File: src/rtl/gpu_mem_pkg.sv
// rtl/gpu_mem_pkg.sv - shared types for the data-memory arbiter
package gpu_mem_pkg;

    typedef enum logic [1:0] {
        IDLE       = 2'd0,
        READ_WAIT  = 2'd1,
        WRITE_WAIT = 2'd2,
        RELEASE    = 2'd3
    } arb_state_t;

    typedef enum logic {
        REQ_READ  = 1'b0,
        REQ_WRITE = 1'b1
    } req_type_t;

endpackage

File: src/rtl/data_mem_arbiter_rr_pick.sv
// rtl/data_mem_arbiter_rr_pick.sv - round-robin first-set-bit finder starting after ptr
module rr_pick #(
    parameter int N  = 2,
    parameter int IW = (N > 1) ? $clog2(N) : 1
) (
    input  logic [N-1:0]  req,
    input  logic [IW-1:0] ptr,
    output logic          found,
    output logic [IW-1:0] idx
);

    logic [IW-1:0] cand;

    // Walk ptr+1 .. ptr+N (mod N) and keep the first requester seen
    always_comb begin
        found = 1'b0;
        idx   = '0;
        cand  = '0;
        for (int k = 1; k <= N; k++) begin
            cand = IW'((int'(ptr) + k) % N);
            if (!found && req[cand]) begin
                found = 1'b1;
                idx   = cand;
            end
        end
    end

endmodule

File: src/rtl/data_mem_arbiter.sv
// rtl/data_mem_arbiter.sv - round-robin arbiter sharing one data-memory channel; optional DATA_MEM_ARB_PERF_EN counters
module data_mem_arbiter
    import gpu_mem_pkg::*;
#(
    parameter int NUM_CORES = 2,
    parameter int ADDR_BITS = 8,
    parameter int DATA_BITS = 8
) (
    input  logic                 clk,
    input  logic                 reset,
`ifdef DATA_MEM_ARB_PERF_EN
    output logic [15:0]          perf_grant_count [NUM_CORES],
    output logic [31:0]          perf_busy_cycles,
`endif
    input  logic [NUM_CORES-1:0] core_read_valid,
    input  logic [ADDR_BITS-1:0] core_read_address [NUM_CORES],
    output logic [NUM_CORES-1:0] core_read_ready,
    output logic [DATA_BITS-1:0] core_read_data [NUM_CORES],
    input  logic [NUM_CORES-1:0] core_write_valid,
    input  logic [ADDR_BITS-1:0] core_write_address [NUM_CORES],
    input  logic [DATA_BITS-1:0] core_write_data [NUM_CORES],
    output logic [NUM_CORES-1:0] core_write_ready,
    output logic                 mem_read_valid,
    output logic [ADDR_BITS-1:0] mem_read_address,
    input  logic                 mem_read_ready,
    input  logic [DATA_BITS-1:0] mem_read_data,
    output logic                 mem_write_valid,
    output logic [ADDR_BITS-1:0] mem_write_address,
    output logic [DATA_BITS-1:0] mem_write_data,
    input  logic                 mem_write_ready
);

    localparam int IW = (NUM_CORES > 1) ? $clog2(NUM_CORES) : 1;

    arb_state_t           state_q, state_d;
    req_type_t            type_q;
    logic [IW-1:0]        rr_ptr_q;
    logic [IW-1:0]        gnt_q;
    logic [ADDR_BITS-1:0] addr_q;
    logic [DATA_BITS-1:0] wdata_q;
    logic [NUM_CORES-1:0] pending;
    logic                 pick_found;
    logic [IW-1:0]        pick_idx;
    logic                 grant;

    assign pending = (core_read_valid | core_write_valid) & ~(core_read_ready | core_write_ready);
    assign grant   = (state_q == IDLE) && pick_found;

    rr_pick #(
        .N  (NUM_CORES),
        .IW (IW)
    ) u_rr_pick (
        .req   (pending),
        .ptr   (rr_ptr_q),
        .found (pick_found),
        .idx   (pick_idx)
    );

    // State register plus the transaction latched at grant time
    always_ff @(posedge clk or negedge reset) begin
        if (!reset) begin
            state_q  <= IDLE;
            rr_ptr_q <= IW'(NUM_CORES - 1);
            gnt_q    <= '0;
            type_q   <= REQ_READ;
            addr_q   <= '0;
            wdata_q  <= '0;
        end else begin
            state_q <= state_d;
            if (grant) begin
                gnt_q    <= pick_idx;
                rr_ptr_q <= pick_idx;
                if (core_read_valid[pick_idx]) begin
                    type_q <= REQ_READ;
                    addr_q <= core_read_address[pick_idx];
                end else begin
                    type_q  <= REQ_WRITE;
                    addr_q  <= core_write_address[pick_idx];
                    wdata_q <= core_write_data[pick_idx];
                end
            end
        end
    end

    // Next-state: reads win over writes inside the granted core
    always_comb begin
        state_d = state_q;
        case (state_q)
            IDLE: begin
                if (pick_found)
                    state_d = core_read_valid[pick_idx] ? READ_WAIT : WRITE_WAIT;
            end
            READ_WAIT: begin
                if (mem_read_ready)
                    state_d = RELEASE;
            end
            WRITE_WAIT: begin
                if (mem_write_ready)
                    state_d = RELEASE;
            end
            RELEASE: begin
                if (type_q == REQ_READ) begin
                    if (!core_read_valid[gnt_q])
                        state_d = IDLE;
                end else begin
                    if (!core_write_valid[gnt_q])
                        state_d = IDLE;
                end
            end
            default: state_d = IDLE;
        endcase
    end

    // Per-core read data is captured with the memory response and kept after ready drops
    always_ff @(posedge clk or negedge reset) begin
        if (!reset) begin
            for (int i = 0; i < NUM_CORES; i++)
                core_read_data[i] <= '0;
        end else if (state_q == READ_WAIT && mem_read_ready) begin
            core_read_data[gnt_q] <= mem_read_data;
        end
    end

    // Outputs decoded from state so reset clears them asynchronously
    always_comb begin
        mem_read_valid    = (state_q == READ_WAIT);
        mem_read_address  = addr_q;
        mem_write_valid   = (state_q == WRITE_WAIT);
        mem_write_address = addr_q;
        mem_write_data    = wdata_q;
        core_read_ready   = '0;
        core_write_ready  = '0;
        if (state_q == RELEASE) begin
            if (type_q == REQ_READ)
                core_read_ready[gnt_q] = 1'b1;
            else
                core_write_ready[gnt_q] = 1'b1;
        end
    end

`ifdef DATA_MEM_ARB_PERF_EN
    // Saturating grant counters per core and a wrapping busy-cycle counter
    always_ff @(posedge clk or negedge reset) begin
        if (!reset) begin
            for (int i = 0; i < NUM_CORES; i++)
                perf_grant_count[i] <= '0;
            perf_busy_cycles <= '0;
        end else begin
            if (grant && perf_grant_count[pick_idx] != 16'hFFFF)
                perf_grant_count[pick_idx] <= perf_grant_count[pick_idx] + 16'd1;
            if (state_q != IDLE)
                perf_busy_cycles <= perf_busy_cycles + 32'd1;
        end
    end
`endif

endmodule

File: config.mk
export PLATFORM = sky130hd
export DESIGN_NAME = data_mem_arbiter
export DESIGN_NICKNAME = d
export VERILOG_FILES = /design/src/rtl/gpu_mem_pkg.sv /design/src/rtl/data_mem_arbiter_rr_pick.sv /design/src/rtl/data_mem_arbiter.sv
export SDC_FILE = /design/constraint.sdc
export NUM_CORES = 1
export LEC_CHECK = 0
export ABC_AREA = 1
export CAP_MARGIN = 20
export CELL_PAD_IN_SITES_DETAIL_PLACEMENT = 0
export CELL_PAD_IN_SITES_GLOBAL_PLACEMENT = 1
export CORE_MARGIN = 3
export CORE_UTILIZATION = 24
export DETAILED_ROUTE_END_ITERATION = 7
export PLACE_DENSITY = 0.82
export SYNTH_ARGS = -nofsm -noshare
export SYNTH_HDL_FRONTEND = slang
export SYNTH_HIERARCHICAL = 1
export SYNTH_SLANG_ARGS = --single-unit
File: constraint.sdc
create_clock -name clk -period 1.87 [get_ports clk]
set_clock_uncertainty 0.15 [all_clocks]
set_input_delay 0.374 -clock clk [delete_from_list [all_inputs] [get_ports clk]]
set_output_delay 0.374 -clock clk [all_outputs]
set_load 0.05 [all_outputs]
==> results.toml <==
[worst_setup_path]
path_max_fanout = 10
crit_arrival_ps = 1990
path_buf_inv = 3
critPathKind = "reg2reg"
path_common_cell = "o21a_1"
worstSetupStartpointType = "flip-flop"
critical_path.max_stage_delay_ps = 420
critical-path-top-delay-family = "compound AO/OA/AOI/OAI gates"
cp-end-kind = "flip-flop"
path_cells = "ha_4 > nand2_2 > o21a_1 > inv_1 > a21oi_2 > buf_12 > inv_6 > or2_2 > o21ai_0 > nand2_1 > o21a_1"
crit_required_ps = 1900
cp_slowest_cell = "dfrtp_1"

[clocking]
cts_tree = "done"
cts.clk_slew.worst_paths_ps = 80
ctsLongestPathBuffers = 2
cts_inserted_buffers = 5
clkLatencyLatePin_ps = 280
cts_root_buf = "clkbuf_8"
htreeDepth = 2
clock-sinks = 37

[cells_and_area]
num-nets-final = 453
final_core_util_pct = 43.4
drive_above_1_share_pct = 32.5
fin_area_um2 = 3590
area_growth_pct = 74.2
final_cell_mix = "85 x nand2_1, 62 x clkdlybuf4s50_1, 56 x buf_4"
final_common_cell = "nand2_1"
antenna_cells = 0

[run]
max_cap_violations = 0

[synthesis]
syn_area_per_cell_um2 = 7.80
syn_inst = 264
syn_nets = 333
synth_seq_area_share_pct = 45.0
ys_ff_latch = 37
synth_area_um2 = 2060
synth_warnings = 6
synth_cell_types = 24

[place]
pre_cts_ws_ps = -405
port_buffers = 109
gp_congestion = 0.808
hpwlAfterDp_um = 4650
place_area_um2 = 3270

[die]
die_h_um = 98.6
rows = 33
die_w_um = 98.6
initial_utilization_pct = 24.9
dieArea_um2 = 9730
boundaryPins = 110
core_region_area_um2 = 8260

[timing]
hold_slack_ps = 344
worst_pin_slew_ps = 491
fin_ws_ps = -91.9
fin_crit_ps = 1960
rsz0062_at_grt = "yes"
finalMaxSlewViolations = 0
finalSetupViolations = 20
period_share_pct = 105
final_hold_viol_count = 0
maxSlewHeadroom_pct = 67.3
max_freq_ghz = 0.510

[detailed_routing]
viasPerCell = 4.33
vias = 2122
drt_pass1_iterations = 4
drc = 0
ant_nets = 0
drt_iter0_drc = 47
drt-total-wl_um = 6220
wl_per_cell_um = 12.7

[grt]
grt_pass1_wl_um = 10300
antenna_found_initial = 0
grt_overflow = 0
grt_pass1_vias = 2141
grt_max_degree = 38
grt_use_total_pct = 13.0

[min_path]
hold_path.class = "reg2reg"

[pwr]
peakVddDrop_uv = 881
power.density_nw_per_um2 = 1880
power_mw = 6.76
p_leak_nw = 1.67

[run_status]
failed_checks = "setup timing"
status = "finished with violations"
worst register-to-register path, cell delays in order, from the launching register on:
cell and delay, ps:
dfrtp_1 420, ha_4 190, nand2_2 70, o21a_1 130
inv_1 50, a21oi_2 160, buf_12 150, inv_6 50
or2_2 260, o21ai_0 70, nand2_1 70, o21a_1 100
cell families after synthesis:
kind of cell	Yosys count	share of synthesized area [%]
fa+ha+maj	5	3.04
buf+inv	43	11.5
flops	37	45.0
compound gates	40	11.7
simple gates	139	28.7
registers in the layout, indices dropped and copies added (netlist names):
| register | flops |
|---|---|
| core_read_data | 16 |
| gnt_q | 1 |
| mem_read_address | 8 |
| mem_write_data | 8 |
| rr_ptr_q | 1 |
| state_q | 2 |
| type_q | 1 |
cell usage after synthesis:
cell type	number	area (µm²)
o21a_1	10	75.1
nand2_1	92	345
nand3_1	30	150
o22ai_1	1	6.26
nor2_1	6	22.5
inv_2	1	3.75
or2_2	5	31.3
nand2_2	1	6.26
buf_2	5	25.0
or2_0	1	6.26
o21ai_1	2	10.0
o21ai_0	24	120
o21ai_4	1	16.3
ha_1	5	62.6
inv_1	22	82.6
buf_4	10	75.1
o21bai_1	1	7.51
buf_6	4	45.0
dfrtp_1	36	901
a21oi_1	1	5.00
dfstp_2	1	26.3
nor2_4	1	11.3
or2_1	3	18.8
inv_4	1	6.26
final timing paths:
path / start / to / slack [ps] / cells past startpoint
max in group asynchronous: reset / rr_ptr_q / 710 / 3
worst min register to register: core_read_data[4] / core_read_data[4] / 340 / 2
min in group asynchronous: reset / core_read_data[14] / 510 / 3
worst max register to register: state_q[0] / mem_write_data[2] / -90 / 11
worst max-delay path: state_q[0] / mem_write_data[2] / -90 / 11
worst min-delay path: core_read_data[4] / core_read_data[4] / 340 / 2
what timing repair did:
item                                    CTS  global route
gates resized for setup                  26            29
buffers inserted                          3             3
hold buffers                              1             0
endpoints found under the setup margin   26            27
hold endpoints to repair                 36             0
pin swaps                                10             9
power by group:
group | internal, mW | total [mW] | switching [mW] | leakage, nW
logic | 1.72 | 4.71 | 2.99 | 1.19
clock network | 0.258 | 0.561 | 0.304 | 0.0439
registers | 1.20 | 1.49 | 0.290 | 0.445
total | 3.18 | 6.76 | 3.58 | 1.67
cell type report:
type	instances	area (µm²)
Clock inverter	3	17.5
Sequential cell	37	927
Tap cell	105	131
Clock buffer	5	68.8
Multi-Input combinational cell	184	1080
Timing Repair Buffer	132	1260
Inverter	24	101
Fill cell	830	4670
through the flow:
stage,cells,setup TNS (ps)
6_report,490,-1280
5_1_grt,490,-3510
4_1_cts,489,-1190
3_5_place_dp,478,-6780
3_3_place_gp,478,-6370
2_1_floorplan,264,-114
per-layer routing:
layer / GRT usage [%] / part of all wire [%] / vias up
met5: 0 / 0 / -
met1: 17.4 / 45 / 970
met3: 5.17 / 10 / 2
met4: 2.84 / 0.47 / 0
li1: - / - / 1065
met2: 20.0 / 45 / 85
(Power assumes the default switching activity.)
